--- src/rtl/router_pkg.sv ---
// Shared types and width helpers for the route lookup engine.
package router_pkg;

  // Configuration command encoding carried on cfg_op.
  typedef enum logic {
    CFG_WRITE = 1'b0,
    CFG_INVAL = 1'b1
  } cfg_op_e;

  // Result register occupancy.
  typedef enum logic {
    EMPTY = 1'b0,
    FULL  = 1'b1
  } out_state_e;

  // Index width for a table of the given depth (never narrower than 1 bit).
  function automatic int idx_width(input int depth);
    return (depth <= 2) ? 1 : $clog2(depth);
  endfunction

  // Port-number width for the given port count (never narrower than 1 bit).
  function automatic int port_width(input int nports);
    return (nports <= 2) ? 1 : $clog2(nports);
  endfunction

endpackage

--- src/rtl/route_cam_match.sv ---
// DEPTH-way address compare with a lowest-index-wins priority encoder.
module route_cam_match
  import router_pkg::*;
#(
  parameter  int ADDR_W = 8,
  parameter  int DEPTH  = 8,
  localparam int IDX_W  = idx_width(DEPTH)
) (
  input  logic [DEPTH-1:0]             entry_valid_i,
  input  logic [DEPTH-1:0][ADDR_W-1:0] entry_addr_i,
  input  logic [ADDR_W-1:0]            lk_addr_i,
  output logic                         hit_o,
  output logic [IDX_W-1:0]             index_o
);

  logic [DEPTH-1:0] match;

  // An entry only matches while its valid bit is set.
  for (genvar gi = 0; gi < DEPTH; gi++) begin : g_cmp
    assign match[gi] = entry_valid_i[gi] && (entry_addr_i[gi] == lk_addr_i);
  end

  // Scan from the top down so the lowest matching index is the last one kept.
  always_comb begin
    hit_o   = |match;
    index_o = '0;
    for (int i = DEPTH - 1; i >= 0; i--) begin
      if (match[i]) index_o = IDX_W'(i);
    end
  end

endmodule

--- src/rtl/route_lookup_engine.sv ---
// Routing-table lookup engine: indexed config, CAM lookup, registered
// valid/ready result and saturating hit/miss counters.
module route_lookup_engine
  import router_pkg::*;
#(
  parameter  int ADDR_W       = 8,
  parameter  int DEPTH        = 8,
  parameter  int NPORTS       = 4,
  parameter  int DEFAULT_PORT = 0,
  parameter  int CNT_W        = 16,
  localparam int IDX_W        = idx_width(DEPTH),
  localparam int PORT_W       = port_width(NPORTS)
) (
  input  logic              clk,
  input  logic              reset,
  input  logic              cfg_valid,
  output logic              cfg_ready,
  input  logic              cfg_op,
  input  logic [IDX_W-1:0]  cfg_index,
  input  logic [ADDR_W-1:0] cfg_addr,
  input  logic [PORT_W-1:0] cfg_port,
  input  logic              lk_valid,
  output logic              lk_ready,
  input  logic [ADDR_W-1:0] lk_addr,
  output logic              res_valid,
  input  logic              res_ready,
  output logic              res_hit,
  output logic [IDX_W-1:0]  res_index,
  output logic [PORT_W-1:0] res_port,
  output logic [CNT_W-1:0]  hit_count,
  output logic [CNT_W-1:0]  miss_count
);

  localparam logic [IDX_W:0]    DEPTH_LIM  = (IDX_W + 1)'(DEPTH);
  localparam logic [PORT_W:0]   NPORTS_LIM = (PORT_W + 1)'(NPORTS);
  localparam logic [PORT_W-1:0] DEF_PORT   = PORT_W'(DEFAULT_PORT);
  localparam logic [CNT_W-1:0]  CNT_MAX    = '1;

  // Table storage
  logic [DEPTH-1:0]              valid_q;
  logic [DEPTH-1:0][ADDR_W-1:0]  addr_q;
  logic [DEPTH-1:0][PORT_W-1:0]  port_q;

  // Config decode
  logic                  cfg_is_write;
  logic                  cfg_in_range;
  logic [PORT_W-1:0]     cfg_port_eff;
  logic [DEPTH-1:0]      wr_sel;

  // Lookup / output path
  logic                  accept;
  logic                  cam_hit;
  logic [IDX_W-1:0]      cam_index;
  out_state_e            state_q;
  logic                  res_hit_q;
  logic [IDX_W-1:0]      res_index_q;
  logic [PORT_W-1:0]     res_port_q;
  logic [CNT_W-1:0]      hit_cnt_q, hit_cnt_d;
  logic [CNT_W-1:0]      miss_cnt_q, miss_cnt_d;

  assign cfg_ready    = 1'b1;
  assign cfg_is_write = (cfg_op_e'(cfg_op) == CFG_WRITE);
  // Indices past the last entry (non-power-of-two depth) are dropped.
  assign cfg_in_range = ({1'b0, cfg_index} < DEPTH_LIM);
  // Out-of-range port numbers fall back to the default port at write time.
  assign cfg_port_eff = ({1'b0, cfg_port} < NPORTS_LIM) ? cfg_port : DEF_PORT;

  for (genvar gi = 0; gi < DEPTH; gi++) begin : g_sel
    assign wr_sel[gi] = cfg_valid && cfg_in_range && (cfg_index == IDX_W'(gi));
  end

  // Valid bits: set by WRITE, cleared by INVALIDATE, all cleared on reset.
  always_ff @(posedge clk or posedge reset) begin
    if (reset) begin
      valid_q <= '0;
    end else begin
      for (int i = 0; i < DEPTH; i++) begin
        if (wr_sel[i]) valid_q[i] <= cfg_is_write;
      end
    end
  end

  // Address/port payload only changes on WRITE; INVALIDATE leaves it intact.
  always_ff @(posedge clk) begin
    for (int i = 0; i < DEPTH; i++) begin
      if (wr_sel[i] && cfg_is_write) begin
        addr_q[i] <= cfg_addr;
        port_q[i] <= cfg_port_eff;
      end
    end
  end

  // Compare against the pre-edge table, so a same-cycle write is not seen.
  route_cam_match #(
    .ADDR_W (ADDR_W),
    .DEPTH  (DEPTH)
  ) u_cam (
    .entry_valid_i (valid_q),
    .entry_addr_i  (addr_q),
    .lk_addr_i     (lk_addr),
    .hit_o         (cam_hit),
    .index_o       (cam_index)
  );

  assign res_valid = (state_q == FULL);
  // Combinational from res_ready so a draining slot refills in the same cycle.
  assign lk_ready  = !res_valid || res_ready;
  assign accept    = lk_valid && lk_ready;

  // Output FSM with the result fields; fields only load on accept, so they
  // hold steady while the consumer stalls regardless of config traffic.
  always_ff @(posedge clk or posedge reset) begin
    if (reset) begin
      state_q     <= EMPTY;
      res_hit_q   <= 1'b0;
      res_index_q <= '0;
      res_port_q  <= DEF_PORT;
    end else begin
      case (state_q)
        EMPTY: if (accept) state_q <= FULL;
        FULL:  if (!accept && res_ready) state_q <= EMPTY;
        default: state_q <= EMPTY;
      endcase
      if (accept) begin
        res_hit_q   <= cam_hit;
        res_index_q <= cam_hit ? cam_index : '0;
        res_port_q  <= cam_hit ? port_q[cam_index] : DEF_PORT;
      end
    end
  end

  assign res_hit   = res_hit_q;
  assign res_index = res_index_q;
  assign res_port  = res_port_q;

  // Next counter values: bump the matching counter, sticking at all-ones.
  always_comb begin
    hit_cnt_d  = hit_cnt_q;
    miss_cnt_d = miss_cnt_q;
    if (accept) begin
      if (cam_hit) begin
        if (hit_cnt_q != CNT_MAX) hit_cnt_d = hit_cnt_q + CNT_W'(1);
      end else begin
        if (miss_cnt_q != CNT_MAX) miss_cnt_d = miss_cnt_q + CNT_W'(1);
      end
    end
  end

  // Counter registers, cleared asynchronously with the rest of the state.
  always_ff @(posedge clk or posedge reset) begin
    if (reset) begin
      hit_cnt_q  <= '0;
      miss_cnt_q <= '0;
    end else begin
      hit_cnt_q  <= hit_cnt_d;
      miss_cnt_q <= miss_cnt_d;
    end
  end

  assign hit_count  = hit_cnt_q;
  assign miss_count = miss_cnt_q;

endmodule

--- config.mk ---
export PLATFORM = sky130hd
export DESIGN_NAME = route_lookup_engine
export DESIGN_NICKNAME = d
export VERILOG_FILES = /design/src/rtl/router_pkg.sv /design/src/rtl/route_cam_match.sv /design/src/rtl/route_lookup_engine.sv
export SDC_FILE = /design/constraint.sdc
export NUM_CORES = 1
export LEC_CHECK = 0
export BUFFER_PORTS_ARGS = -buffer_cell sky130_fd_sc_hd__buf_4
export CAP_MARGIN = 30
export CORE_ASPECT_RATIO = 0.8
export CORE_MARGIN = 3
export CORE_UTILIZATION = 50
export CTS_CLUSTER_DIAMETER = 120
export DETAILED_ROUTE_END_ITERATION = 12
export PLACE_DENSITY = 0.78
export SLEW_MARGIN = 0
export SYNTH_ARGS = -nofsm -noshare
export SYNTH_HDL_FRONTEND = slang
export SYNTH_SLANG_ARGS = --single-unit
--- constraint.sdc ---
create_clock -name clk -period 2.5 [get_ports clk]
set_input_delay 0.25 -clock clk [delete_from_list [all_inputs] [get_ports clk]]
set_output_delay 0.25 -clock clk [all_outputs]
set_load 0.01 [all_outputs]
==> flow_summary.yaml, run 1 <==
yosys:
  synth_area_um2: 5638
  synth_cells: 419
  synthArstFlopShare_pct: 37.01
  synth_area_per_cell_um2: 13.46
  synth_top_flop_cell: "edfxtp_1"
  synth_edf_count: 80
  ys_seq_elements: 127
  yosys_warnings: 0
  synth_nets: 448
  yosysSeqAreaShare_pct: 63.47
  synth_cell_type_count: 55
finish:
  fin_nets: 542
  final_util_pct: 64.10
  final_cell_mix: "87 x buf_4, 80 x edfxtp_1, 62 x xnor2_1"
  synthToLayoutAreaGrowth_pct: 24.30
  diodes: 0
  regArea_um2: 3578
  multi_input_area_um2: 1959
  layout_commonest_cell: "buf_4"
  final_cell_area_um2: 7008
  nFillCells: 792
  layout-drive-gt1-share_pct: 29.47
flow_run:
  max-cap-violations: 0
detailed_routing:
  route.detailed.drc: 0
  drt_iter0_drc: 341
  ant_nets: 0
  vias: 3559
  firstDrtPassIters: 5
  via_per_inst: 5.312
  wl_per_cell_um: 17.61
  drt_wl_total_mm: 11.80
setup_path:
  cp.required_ns: 2.83
  r2r_start: "addr_q[53]"
  crit_path_end_kind: "flop"
  critPathMaxStageDelay_ns: 0.41
  worst_path_max_delay_cell: "or3_4"
  crit_arrival_ns: 2.71
  r2r_setup_slack_ns: 0.12
  crit_type: "flop to flop"
  startpoint_type: "flop"
  cp_cell_sequence: "xnor2_1, nand3_1, or3_4, nor4b_4, buf_4, a31oi_4, buf_4, nand2_1, nor3_2, xor2_1"
  worst_r2r_path_depth: 10
  r2r-end: "hit_count[14]"
  cpMostUsedCell: "buf_4"
  worstPathMaxFanout: 6
place:
  place_area_um2: 6349
  gp_congestion: 0.9067
  port_buffers: 66
  place_hpwl_mm: 8.188
global_routing:
  grt_usage_pct: 19.69
  antenna_found_initial: 0
  grt_max_degree: 40
  grt_pass1_wl_mm: 19.06
  grt-ovfl-total: 0
  grt_pass1_vias: 3606
timing:
  hold_viol_final: 0
  finClkSkew_ns: 0.009937
  slew_viol_final: 0
  fmax_ghz: 0.4208
  fin_crit_ns: 2.377
  final-setup-viol-count: 0
  rsz0062_at_grt: "false"
  min_period_over_period_pct: 95.07
cts:
  clkSlewWorstSetupHoldPaths_ns: 0.06
  cts_root_buf: "clkbuf_16"
  clockBufferDepth: 2
  numCtsBuffers: 17
  clk_latency_ns: 0.41
  clock_sinks: 127
  h-tree-depth: 4
  cts_tree: "built"
floorplan:
  die_w_um: 124.7
  rows: 34
  die_area_um2: 12590
  core-area_um2: 10930
  start_util_pct: 51.57
  die_h_um: 101.0
  pin_count: 68
worst_hold_path:
  hp-start: "lk_valid"
  min_path_cells: 2
  hold_end: "res_valid"
  hp-class: "input port to flop"
power:
  p_leak_nw: 2.802
  power_density_nw_per_um2: 765.9
  ir_worst_vdd_v: 0.0004315
status:
  status: "completed"
==> report_power, final <==
| group | total [W] | switching (W) | internal, W |
|---|---|---|---|
| Clock | 0.00237 | 0.000923 | 0.00145 |
| Sequential | 0.00248 | 0.000119 | 0.00236 |
| Combinational | 0.000518 | 0.000264 | 0.000254 |
| Total | 0.00537 | 0.00131 | 0.00406 |
==> worst max path at each step <==
stage                    start        endpoint  depth (start not counted)
global route        addr_q[50]   hit_count[14]                         10
finish              addr_q[53]   hit_count[14]                         10
global placement    lk_addr[4]     res_port[1]                          9
floorplan           lk_addr[6]  miss_count[14]                         10
CTS                 addr_q[44]   hit_count[15]                          9
detailed placement  lk_addr[5]  miss_count[14]                         10
==> cell usage after synthesis (all sizes together), types with 2 or more instances <==
cell    instances  area (um2)
a211o           2       18.77
a21o            2       15.01
and2            3       21.27
and3            5       31.28
and4            3       27.53
buf            11       108.9
clkbuf          3       11.26
dfrtp          47        1176
edfxtp         80        2402
ha              2       25.02
inv             7       26.28
mux2            3       33.78
mux2i           3       30.03
nand2          32       122.6
nand2b          7       43.79
nand3          17       95.09
nand4          15       100.1
nor2           27       116.4
nor3           15       85.08
nor4            4       31.28
o211ai          2       15.01
o21ai          12       60.06
o31ai           3       22.52
or2             2       12.51
or3             2       17.52
xnor2          63       551.8
xor2           31       271.5
==> worst max-delay path, delay by kind of cell, from the launching register on <==
kind / cells / cell delay, ns
simple gates: 5 / 1.11
flops: 1 / 0.38
xor+xnor: 2 / 0.32
buf+inv: 2 / 0.32
compound gates: 1 / 0.17
==> area by class of cell <==
type,instances,share of cell area (%)
sequential,127,51.06
clock inverter,10,1.053
tap,144,2.571
timing repair buffer,89,9.748
clock buffer,22,7.231
inverter,7,0.3749
multi-input combinational,271,27.96
==> state kept, by name (all words and copies together) (netlist names) <==
name	cells
valid_q	8
res_port	2
addr_q	64
res_index	3
res_valid	1
miss_count	16
port_q	16
hit_count	16
res_hit	1
==> routing by layer <==
layer | routed length, um | vias up | track usage (%)
li1 | - | 1674 | -
met4 | 164 | 0 | 6.908
met5 | 0 | - | 0
met1 | 5352 | 1762 | 27.69
met3 | 713 | 14 | 4.078
met2 | 5571 | 109 | 30.81
==> metrics by stage <==
step | cells | worst slack (ns) | total power (W) | hold slack [ns] | TNS, ns
detailed placement | 634 | -0.04636 | 0.003036 | 0.1921 | -0.04636
CTS | 669 | 0.01349 | 0.005387 | 0.04354 | 0
floorplan | 419 | 0.2975 | 0.002793 | 0.3489 | 0
global route | 670 | 0.01151 | 0.005561 | 0.04923 | 0
global placement | 633 | 0.04612 | 0.003015 | 0.4619 | 0
finish | 670 | 0.1233 | 0.005367 | 0.05009 | 0
==> what timing repair did <==
action,in CTS,in global routing
pin swaps,1,1
setup buffers,2,1
hold buffers,1,0
resized for setup,0,9
setup endpoints to repair,1,10
hold endpoints to repair,8,0
==> cells by family after synthesis <==
logic type | after synthesis | share of synthesized area (%)
simple gates | 137 | 13.56
buf+inv | 21 | 2.597
flops | 127 | 63.47
compound gates | 31 | 4.128
mux | 6 | 1.132
fa+ha+maj | 2 | 0.4438
other cells | 1 | 0.06651
xor+xnor | 94 | 14.60
Power figures use the tool's default switching activity.
==> inputs of run 2 (changes only) <==
Settings changed: CORE_ASPECT_RATIO 0.8 to default.
==> run 2 against run 1 <==
  * Sequential share of layout area is 0.091 points lower
  * Routed wire length rose by 0.87%
  * Sequential power about the same
  * Clock power increased by 2%
  * Combinational power is essentially flat
==> flow_summary.yaml, run 2 (same netlist as run 1, synthesis figures left out) <==
status:
  status: "completed"
global_routing:
  use_met2_pct: 32.78
  antenna_found_initial: 0
  grt_util_met1_pct: 25.29
  grt_usage_pct: 20.01
  grt_pass1_wl_mm: 19.42
  grt_pass1_vias: 3684
  grt-ovfl-total: 0
  busiest_layer: "met2"
  grt_max_degree: 36
  grt_use_met3_pct: 6.739
detailed_routing:
  drt_iter0_drc: 278
  route.detailed.drc: 0
  ant_nets: 0
  wl_per_cell_um: 17.72
  firstDrtPassIters: 6
  drt_wl_total_mm: 11.91
  vias: 3611
  via_per_inst: 5.374
setup_path:
  r2r_start: "miss_count[4]"
  r2r-end: "miss_count[10]"
  worstPathMaxFanout: 6
  crit_path_end_kind: "flop"
  crit_type: "flop to flop"
  worst_r2r_path_depth: 8
  startpoint_type: "flop"
  r2r_setup_slack_ns: 0.11
  cp.required_ns: 2.83
  crit_arrival_ns: 2.72
finish:
  diodes: 0
  layout-drive-gt1-share_pct: 29.14
  largest_reg_flops: 64
  fin_nets: 548
  final_util_pct: 64.20
  nFillCells: 800
  layout_commonest_cell: "buf_4"
  largest_register: "addr_q"
  multi_input_area_um2: 1933
  final_cell_area_um2: 7020
  synthToLayoutAreaGrowth_pct: 24.52
  regArea_um2: 3578
  final_cell_mix: "93 x buf_4, 80 x edfxtp_1, 63 x xnor2_1"
timing:
  finClkSkew_ns: 0.006356
  min_period_over_period_pct: 95.58
  final-setup-viol-count: 0
  hold_viol_final: 0
  rsz0062_at_grt: "false"
  fin_crit_ns: 2.389
  slew_viol_final: 0
  fmax_ghz: 0.4185
worst_hold_path:
  hp-start: "lk_valid"
  hp-class: "input port to flop"
  hold_end: "res_valid"
  min_path_cells: 2
place:
  place_area_um2: 6389
  place_hpwl_mm: 8.206
  gp_congestion: 0.8082
  port_buffers: 66
cts:
  cts_tree: "built"
  clk_latency_ns: 0.41
  clkSlewWorstSetupHoldPaths_ns: 0.05
  numCtsBuffers: 17
  clock_sinks: 127
  clockBufferDepth: 2
  h-tree-depth: 4
  cts_root_buf: "clkbuf_16"
flow_run:
  max-cap-violations: 0
power:
  p_leak_nw: 2.816
  ir_worst_vdd_v: 0.0009183
  power_density_nw_per_um2: 772.3
floorplan:
  rows: 38
  start_util_pct: 51.56
  core-area_um2: 10940
  die_h_um: 112.2
  pin_count: 68
  die_area_um2: 12590
  die_w_um: 112.2
## run 2: cell count changes in the layout (fill, tap and decap cells not counted), moves of 2 or more
cell        change
clkinv_2        +4
clkbuf_16       -2
nor3_1          +4
buf_4           +6
clkinvlp_4      +2
inv_6           -2
bufinv_16       +3
nor3_2          -3
clkbuf_8        -2
inv_4           -2
clkinv_4        -3
## run 2: how the worst max path moves through the flow
stage	cells past startpoint	start	to
6_report	8	miss_count[4]	miss_count[10]
5_1_grt	8	addr_q[48]	res_port[1]
3_3_place_gp	10	lk_addr[7]	miss_count[12]
3_5_place_dp	10	lk_addr[2]	miss_count[10]
2_1_floorplan	10	lk_addr[6]	miss_count[14]
4_1_cts	9	addr_q[34]	miss_count[10]
## run 2: layout make-up
| cell class | instances | area share (%) |
|---|---|---|
| clock buffers | 19 | 6.166 |
| clock inverters | 13 | 2.085 |
| inverters | 7 | 0.3743 |
| multi-input cells | 271 | 27.54 |
| flip-flops and latches | 127 | 50.97 |
| well taps | 140 | 2.495 |
| repair buffers | 95 | 10.37 |
## run 2: critical path, cell delays in order (launching register included)
cell and delay (ns):
dfrtp_1 0.45, and3_1 0.21, and3_1 0.23, and4_2 0.27, nand4_1 0.13, nor2_1 0.09, or4_4 0.61, nor2_2 0.15
xor2_1 0.17
## run 2: report_power, final
part	leakage (nW)	total, W	switching [W]	internal, W
sequential	1.33	0.00248	0.000124	0.00236
clock	0.280	0.00242	0.000868	0.00155
combinational	1.21	0.000520	0.000262	0.000258
total	2.82	0.00542	0.00125	0.00417
## run 2: what timing repair did
action | 4_1_cts | 5_1_grt
endpoints found under the setup margin | 0 | 11
hold endpoints to repair | 12 | 0
resized for setup | 0 | 4
setup buffers | 0 | 3
hold buffers | 1 | 0
## run 2: through the flow
stage	total power, W	cells	setup WS, ns	hold WS, ns	TNS [ns]
5_1_grt	0.005624	672	0.002472	0.03563	0
3_3_place_gp	0.003012	635	0.05253	0.4595	0
4_1_cts	0.005465	669	0.01966	0.03953	0
3_5_place_dp	0.003043	636	-0.004145	0.2298	-0.004145
2_1_floorplan	0.002793	419	0.2975	0.3489	0
6_report	0.005422	672	0.1105	0.05182	0
## run 2: layer usage
metal	wire length, um	vias up
li1	-	1697
met3	808	17
met4	259	0
met1	4922	1767
met5	0	-
met2	5914	130
==> inputs of run 3 (changes only) <==
Settings changed: PLACE_DENSITY 0.78 to default, PLACE_DENSITY_LB_ADDON from default to 0.1.
==> run 3 against run 2 <==
  * Critical path depth increased by 2
  * Sequential power about the same
  * Setup slack got worse by 0.0048 ns
  * Count of clock-buffer cells in the layout increased by 1
  * Non-clock buffer count increased by 1
  * Sequential share of layout area decreased by 0.60 points
  * Core utilization increased by 0.77 points
  * Worst hold slack got worse by 0.0026 ns
  * Combinational power increased by 2%
  * Critical endpoint is now miss_count[1]
==> flow_summary.yaml, run 3 (same netlist as run 1, synthesis figures left out) <==
status:
  status: "completed"
place:
  place_area_um2: 6389
  dp_cells: 636
  place_hpwl_mm: 8.159
  port_buffers: 66
  place_ws_ns: 0.01219
  gp_congestion: 0.7878
cts:
  cts_root_buf: "clkbuf_16"
  clockBufferDepth: 2
  clkSlewWorstSetupHoldPaths_ns: 0.05
  clock_sinks: 127
  cts_tree: "built"
  numCtsBuffers: 17
  h-tree-depth: 4
  clk_latency_ns: 0.42
global_routing:
  grt-ovfl-total: 0
  grt_usage_pct: 19.80
  grt_pass1_wl_mm: 18.94
  grt_pass1_vias: 3657
  antenna_found_initial: 0
  grt_max_degree: 29
power:
  p_leak_nw: 2.838
  power_density_nw_per_um2: 791.2
  ir_worst_vdd_v: 0.0005578
flow_run:
  max-cap-violations: 0
detailed_routing:
  ant_nets: 0
  drt_wl_total_mm: 11.89
  via_per_inst: 5.263
  route.detailed.drc: 0
  vias: 3542
  firstDrtPassIters: 4
  drt_iter0_drc: 240
  wl_per_cell_um: 17.66
worst_hold_path:
  min_path_cells: 2
  hold_end: "res_valid"
  hp-class: "input port to flop"
  hp-start: "lk_valid"
finish:
  fin_cells: 673
  fin_nets: 549
  diodes: 0
  synthToLayoutAreaGrowth_pct: 26.01
  final_cell_area_um2: 7104
  layout_commonest_cell: "buf_4"
  largest_register: "addr_q"
  layout-drive-gt1-share_pct: 29.83
  final_cell_mix: "92 x buf_4, 80 x edfxtp_1, 63 x xnor2_1"
  largest_reg_flops: 64
setup_path:
  cpMostUsedCell: "buf_6"
  critPathMaxStageDelay_ns: 0.42
  crit_arrival_ns: 2.69
  r2r_start: "addr_q[59]"
  r2r-end: "miss_count[1]"
  worstPathMaxFanout: 5
  startpoint_type: "flop"
  cp.required_ns: 2.80
  worst_path_max_delay_cell: "edfxtp_1"
  crit_type: "flop to flop"
  worst_r2r_path_depth: 10
  r2r_setup_slack_ns: 0.11
  cp_cell_sequence: "xnor2_1, nand4_1, nor3_2, buf_4, nor4b_4, nand3_2, buf_6, nor3_4, buf_6, mux2_2"
  crit_path_end_kind: "flop"
timing:
  fmax_ghz: 0.4177
  fin_crit_ns: 2.394
  min_period_over_period_pct: 95.77
  final.setup.worst_slack_ns: 0.1057
  rsz0062_at_grt: "true"
  hold_viol_final: 0
  fin_setup_tns_ns: 0
  slew_viol_final: 0
  finClkSkew_ns: 0.009421
  final-setup-viol-count: 0
floorplan:
  rows: 38
  core-area_um2: 10940
  die_area_um2: 12590
  pin_count: 68
  die_w_um: 112.2
  die_h_um: 112.2
  start_util_pct: 51.56
run 3: cell count changes in the layout (fill, tap and decap cells not counted):
cell / delta
nor3_4: +2
buf_6: +2
clkinv_2: -3
nor4_4: -1
buf_4: -1
clkbuf_1: +1
nand2_1: -1
nor3_1: -4
nand2_2: +1
nor3_2: +2
bufinv_16: +2
nor4_1: +1
run 3: where the power goes:
group	internal, W	switching (W)	total (W)	leakage (nW)
sequential	0.00236	0.000112	0.00247	1.33
clock	0.00176	0.000863	0.00262	0.297
combinational	0.000259	0.000269	0.000528	1.21
run 3: final cells by class:
| cell class | instances | area (um2) |
|---|---|---|
| fillers | 846 | 3831 |
| flip-flops and latches | 127 | 3578 |
| multi-input cells | 271 | 1953 |
| repair buffers | 96 | 743.2 |
| clock buffers | 20 | 436.7 |
| clock inverters | 12 | 191.4 |
| well taps | 140 | 175.2 |
| inverters | 7 | 26.28 |
run 3: worst max path at each step:
stage / startpoint / end / slack [ns] / cells after the start
floorplan: lk_addr[6] / miss_count[14] / 0.30 / 10
global placement: lk_addr[4] / res_port[1] / 0.04 / 10
detailed placement: lk_addr[4] / res_port[1] / 0.01 / 10
CTS: addr_q[39] / miss_count[12] / 0.007 / 9
global route: addr_q[59] / miss_count[3] / -0.05 / 11
finish: addr_q[59] / miss_count[1] / 0.11 / 10
run 3: per-stage QoR:
step                      power (W)  hold WS [ns]  util [%]
after floorplan            0.002793        0.3489         -
after global placement     0.003015        0.4578     58.24
after detailed placement   0.003035        0.2927     58.42
after CTS                  0.005669       0.02882     64.26
after global routing       0.005834       0.03974     64.97
final                      0.005621       0.04924     64.97
run 3: what timing repair did:
item | in CTS | in global routing
hold buffers | 1 | 0
gates resized for setup | 0 | 12
setup endpoints to repair | 0 | 16
setup buffers | 0 | 3
hold endpoints to repair | 19 | 0
run 3: metal layers:
layer | vias to the layer above | global-route usage (%) | routed length (um)
met1 | 1729 | 24.46 | 4995
li1 | 1687 | - | -
met2 | 109 | 32.82 | 6043
met3 | 17 | 5.768 | 611
met5 | - | 0 | 0
met4 | 0 | 8.093 | 235
run 3: worst max-delay path: cells and delay by family, from the launching register on:
kind | cells | cell delay [ns]
XOR/XNOR | 1 | 0.15
buffers and inverters | 3 | 0.45
flip-flops | 1 | 0.42
multiplexers | 1 | 0.32
AND/OR/NAND/NOR | 5 | 0.95
